--- src/rtl/pipeline_hazard_ctrl.sv ---
// Hazard/sequencing controller for the 5-stage pipeline: stall/flush enables,
// E-stage operand forwarding and a saturating stall-cycle counter.

module pipeline_hazard_fwd #(
   parameter int REG_ADDR = 5
) (
   input  logic [REG_ADDR-1:0] rs,
   input  logic [REG_ADDR-1:0] rdm,
   input  logic                regwritem,
   input  logic [REG_ADDR-1:0] rdw,
   input  logic                regwritew,
   output logic [1:0]          fwd
);
   // x0 is never a real producer, so a match on it must not forward.
   always_comb begin
      fwd = 2'b00;
      if (regwritem && rdm != '0 && rdm == rs)
         fwd = 2'b10;
      else if (regwritew && rdw != '0 && rdw == rs)
         fwd = 2'b01;
   end
endmodule

module pipeline_hazard_ctrl #(
   parameter int CNT_WIDTH = 32,
   parameter int REG_ADDR  = 5
) (
   input  logic                 CLK,
   input  logic                 RST,
   input  logic [REG_ADDR-1:0]  Rs1D,
   input  logic [REG_ADDR-1:0]  Rs2D,
   input  logic [REG_ADDR-1:0]  Rs1E,
   input  logic [REG_ADDR-1:0]  Rs2E,
   input  logic [REG_ADDR-1:0]  RdE,
   input  logic                 LoadE,
   input  logic [REG_ADDR-1:0]  RdM,
   input  logic                 RegWriteM,
   input  logic [REG_ADDR-1:0]  RdW,
   input  logic                 RegWriteW,
   input  logic                 PCSrcE,
   input  logic                 MemReqM,
   input  logic                 MemReadyM,
   output logic                 StallF,
   output logic                 StallD,
   output logic                 StallE,
   output logic                 StallM,
   output logic                 FlushD,
   output logic                 FlushE,
   output logic [1:0]           ForwardAE,
   output logic [1:0]           ForwardBE,
   output logic [CNT_WIDTH-1:0] StallCount
);
   typedef enum logic [1:0] {INIT, RUN, MEMWAIT} state_t;
   state_t state;

   logic memwait, loaduse;

   // Once waiting, only MemReadyM releases us; MemReqM may already have moved on.
   assign memwait = (state == MEMWAIT) ? ~MemReadyM
                                       : (state == RUN) && MemReqM && ~MemReadyM;
   assign loaduse = LoadE && RdE != '0 && (RdE == Rs1D || RdE == Rs2D);

   always_comb begin
      StallF = 1'b0;
      StallD = 1'b0;
      StallE = 1'b0;
      StallM = 1'b0;
      FlushD = 1'b0;
      FlushE = 1'b0;
      if (state == INIT) begin
         FlushD = 1'b1;
         FlushE = 1'b1;
      end else if (memwait) begin
         StallF = 1'b1;
         StallD = 1'b1;
         StallE = 1'b1;
         StallM = 1'b1;
      end else if (PCSrcE) begin
         FlushD = 1'b1;
         FlushE = 1'b1;
      end else if (loaduse) begin
         StallF = 1'b1;
         StallD = 1'b1;
         FlushE = 1'b1;
      end
   end

   always_ff @(posedge CLK) begin
      if (RST) begin
         state      <= INIT;
         StallCount <= '0;
      end else begin
         state <= memwait ? MEMWAIT : RUN;
         if (StallF && !(&StallCount))
            StallCount <= StallCount + {{(CNT_WIDTH-1){1'b0}}, 1'b1};
      end
   end

   logic [1:0][REG_ADDR-1:0] rs_e;
   logic [1:0][1:0]          fwd;
   assign rs_e      = {Rs2E, Rs1E};
   assign ForwardAE = fwd[0];
   assign ForwardBE = fwd[1];

   for (genvar g = 0; g < 2; g++) begin : g_fwd
      pipeline_hazard_fwd #(.REG_ADDR(REG_ADDR)) u_fwd (
         .rs        (rs_e[g]),
         .rdm       (RdM),
         .regwritem (RegWriteM),
         .rdw       (RdW),
         .regwritew (RegWriteW),
         .fwd       (fwd[g])
      );
   end
endmodule
--- config.mk ---
export PLATFORM = sky130hd
export DESIGN_NAME = pipeline_hazard_ctrl
export DESIGN_NICKNAME = d
export VERILOG_FILES = /design/src/rtl/pipeline_hazard_ctrl.sv
export SDC_FILE = /design/constraint.sdc
export NUM_CORES = 1
export LEC_CHECK = 0
export CELL_PAD_IN_SITES_DETAIL_PLACEMENT = 1
export CELL_PAD_IN_SITES_GLOBAL_PLACEMENT = 1
export CORE_MARGIN = 5
export CORE_UTILIZATION = 32
export CTS_BUF_LIST = sky130_fd_sc_hd__clkbuf_8
export DETAILED_ROUTE_END_ITERATION = 10
export MAX_ROUTING_LAYER = met4
export PLACE_DENSITY_LB_ADDON = 0.05
export SYNTH_ARGS = -nofsm -noshare
export SYNTH_HDL_FRONTEND = slang
export SYNTH_SLANG_ARGS = --single-unit
--- constraint.sdc ---
create_clock -name CLK -period 3.52 [get_ports CLK]
set_clock_uncertainty 0.2 [all_clocks]
set_input_delay 0.704 -clock CLK [delete_from_list [all_inputs] [get_ports CLK]]
set_output_delay 0.704 -clock CLK [all_outputs]
set_load 0.05 [all_outputs]
==> summary.txt, run 1 <==
STA
  – Final hold viol count: 0
  – Min cycle time layout: 3410 ps
  – Worst-case headroom to the max-slew limit: 51.9%
  – Unrepaired setup endpoints after global routing: false
  – Worst hold slack across all endpoints: 322 ps
  – Final-report setup violation count: 0
  – Fmax achieved: 0.293 GHz
  – Slew Viols, Final: 0
  – Transition at the pin with the smallest max-transition slack: 720 ps
  – Final worst path period share: 97.0%
  – Setup total negative slack: 0 ps

Floorplanning
  – Chip Width: 92.5 um
  – Floorplan die height: 92.5 um
  – Die area: 8550 um^2
  – Row count: 30
  – Num ports: 85
  – Core Box Area: 6720 um^2
  – Starting density of the core: 32.4%

Global routing
  – All-Layer GR Usage: 17.9%
  – Global-route wire length before repair: 12100 um
  – Vias in the first global route: 2355
  – Maximum number of pins on one net before global-route repair: 41
  – Antenna violations before repair: 0
  – Grt total ovfl: 0

Detailed routing
  – Detailed-routing iteration count for the pre-antenna-repair pass: 4
  – Via count: 2411
  – Antenna Nets Post-Route: 0
  – 1st-iter DRT viols: 71
  – Routed wire per std cell: 17.0 um
  – Total wire length after detailed routing: 7490 um
  – Uppermost routed layer: met4
  – DRT met1 WL: 3540 um
  – Number of remaining DRC errors: 0
  – DR WL met3: 400 um
  – DR vias/cell: 5.48
  – Met2 layer wire length in the routed design: 3510 um

Final layout
  – Non-filler cells, final: 440
  – Ant. Diodes: 0
  – Share of post-route cells with drive strength above 1: 12.5%
  – Nets@finish: 403
  – Synthesis-to-layout area growth: 52.7%

Power and ir drop
  – Total power density per cell area: 262 nW/um^2
  – Switching Power: 238 uW
  – Max rail drop VDD: 0.000134 V
  – Sequential Power Share: 44.6%
  – Leakage: 1.06 nW
  – Int Pwr: 632 uW
  – Share of total power in combinational logic: 20.5%
  – Clock network fraction of total power: 34.9%
  – Switching portion of total power: 27.4%
  – Power after layout: 870 uW

Clock tree
  – Post-CTS Hold Fix Bufs: 0
  – Root buffer cell: clkbuf_8
  – Clock insertion delay at the later pin of the skew report: 290 ps
  – TritonCTS clock tree: built
  – Clock Pin Slew Worst Setup and Hold Paths: 70 ps
  – Clock buffer depth: 2
  – Number of CTS-inserted buffers: 5
  – Maximum level of the CTS H-tree: 2
  – Number of clock sinks: 34

Synth
  – Number of distinct standard cells referenced by the synthesized netlist: 39
  – Largest family of logic cells by synthesized area: simple AND/OR/NAND/NOR gates
  – Mapped Cells: 267
  – Mean instance size in the synthesized netlist: 8.15 um^2
  – Syn nets: 311
  – Number of synthesized register bits: 34
  – Post-synthesis instance area: 2180 um^2
  – Post-synthesis compound-gate area fraction: 17.1%
  – Post-synthesis share of cell area spent on and, or, nand and nor gates: 30.1%
  – Xor/xnor share of the synthesized area: 12.5%
  – Proportion of synthesized chip area in sequential cells: 31.3%
  – Fraction of synthesized area in multiplexers: 4.25%
  – Area share of fa/ha/maj cells after synthesis: 0.575%
  – Synthesis warning total: 0

Place
  – Post-placement cell count: 432
  – Placed wire-length estimate after detailed placement: 5730 um
  – IO Port Bufs: 84
  – Routability cong.: 0.779

Worst setup path
  – Stage delay of the slowest cell on the critical path: 560 ps
  – Worst path arrival time: 2510 ps
  – Worst R2R Setup Slack: 620 ps
  – Top Family by Delay on Critical Path: simple AND/OR/NAND/NOR gates
  – Path type of the worst setup path: input port to output pin
  – Kind of start point of the critical path: input port
  – Number of cells on the worst reg-to-reg path: 7
  – Required time at the worst-slack endpoint: 2620 ps
  – Startpoint of the worst-slack reg-to-reg timing path: StallCount[3]
  – Capture point of the worst path: ForwardBE[0]
  – Launching instance or port of the critical path: RdM[3]
  – Cells along the critical path: clkdlybuf4s50_1 -> or4_1 -> o21ai_2 -> nor4_2 -> nor4_4 -> buf_12
  – Element type at the critical path end: output pin
  – Cell count along the critical path: 6
  – Cell with the largest stage delay on the worst path: or4_1
  – Worst r2r dst: StallCount[21]
  – Biggest fanout along the worst timing path: 2
  – Combined buffer and inverter count along the critical path: 2

Hold path
  – Tightest Hold Check Type: register to register

Run
  – Max-cap violations: 0

Run status
  – Outcome: finished, final reports clean
==> worst min path at each step <==
| stage | start | endpoint | slack [ps] | cells after the start |
|---|---|---|---|---|
| after floorplan | StallCount[28] | StallCount[28] | 510 | 2 |
| after global placement | StallCount[31] | StallCount[31] | 300 | 2 |
| after detailed placement | StallCount[6] | StallCount[6] | 310 | 2 |
| after CTS | StallCount[6] | StallCount[6] | 320 | 2 |
| after global routing | StallCount[19] | StallCount[19] | 360 | 2 |
| final | StallCount[14] | StallCount[14] | 320 | 2 |
==> kinds of logic after synthesis <==
group,count (synthesis)
mux,7
flops,34
fa+ha+maj,1
compound gates,61
simple gates,115
xor+xnor,31
buf+inv,18
==> final cells by class <==
type                       count  area [um^2]
clock buffer                   6         82.6
clock inverter                 2         8.76
fill                         825         3390
inverter                       6         22.5
multi-input combinational    215         1450
sequential                    34          681
tap                           80          100
timing repair buffer          97          976
==> stage by stage <==
step / area, um^2 / utilization, % / worst slack [ps]
floorplan: 2210 / - / 10.2
global route: 3320 / 49.5 / 19.6
detailed placement: 3210 / 47.8 / -28.3
finish: 3320 / 49.5 / 106
global placement: 3210 / 47.8 / 63.6
CTS: 3310 / 49.3 / 4.91
==> worst reg2reg max path, stage by stage (launching register included) <==
cell and delay (ps):
dfxtp_1 440, nand4_1 190, or4_1 690, or4_1 540, o211ai_2 110, buf_12 230, nor4_1 100, mux2_4 310
==> Yosys cell counts (all sizes together) <==
master	n	area [um^2]
dfxtp	34	681
a21oi	26	130
or4	21	158
nand3	18	90.1
xnor2	16	140
nor2	15	56.3
xor2	15	131
nand2	14	52.6
o31ai	14	105
o21ai	12	60.1
or3	9	56.3
nand4	8	50.1
nor4	8	50.1
buf	7	51.3
nor2b	7	43.8
inv	6	22.5
mux2	6	82.6
clkbuf	5	18.8
and3	4	25.0
nand2b	3	18.8
nor3	3	15.0
a211oi	2	15.0
and4	2	17.5
o21bai	2	15.0
a2111oi	1	8.76
a32oi	1	8.76
ha	1	12.5
mux2i	1	10.0
nand3b	1	7.51
nor4b	1	8.76
o211ai	1	12.5
o21ba	1	10.0
o22ai	1	6.26
or2	1	6.26
==> metal layers <==
| metal | vias to the layer above | GRT usage, % |
|---|---|---|
| met5 | - | - |
| li1 | 1189 | - |
| met1 | 1151 | 23.1 |
| met3 | 5 | 4.22 |
| met4 | 0 | 2.97 |
| met2 | 66 | 29.1 |
==> registers in the layout, indices dropped and copies added, names as in the netlist <==
name / flops
state: 2
StallCount: 32
==> timing repair <==
item | in CTS | in global routing
pin swaps | 0 | 2
gates resized for setup | 1 | 4
cloned | 0 | 0
endpoints found under the setup margin | 1 | 4
buffers inserted | 0 | 0
==> layout by cell type, fill, tap and decap left out, types with 5 or more instances in the layout <==
cell type,instances
or4_1,21
xnor2_1,16
nand2_1,14
xor2_1,15
buf_4,18
inv_1,7
nand4_1,8
o21ai_0,7
o31ai_1,14
clkdlybuf4s50_1,74
dfxtp_1,34
buf_12,5
nand3_1,18
nor2_1,15
a21oi_1,25
or3_1,9
nor2b_1,7
clkbuf_8,6
==> power by group through the flow <==
stage               registers (mW)  clock network (mW)  logic, mW
global route                 0.388               0.330      0.191
CTS                          0.388               0.311      0.178
finish                       0.388               0.304      0.179
detailed placement           0.397                   0      0.176
floorplan                    0.398                   0     0.0804
global placement             0.397                   0      0.173
Power figures use the tool's default switching activity.
==> run 2: changes to the inputs <==
--- a/config.mk
+++ b/config.mk
@@ -13,6 +13,7 @@
 export DETAILED_ROUTE_END_ITERATION = 10
 export MAX_ROUTING_LAYER = met4
 export PLACE_DENSITY_LB_ADDON = 0.05
+export SLEW_MARGIN = 15
 export SYNTH_ARGS = -nofsm -noshare
 export SYNTH_HDL_FRONTEND = slang
 export SYNTH_SLANG_ARGS = --single-unit
==> results of run 2 <==
Same layout as run 1: the final DEF is identical, and so are final timing and power.
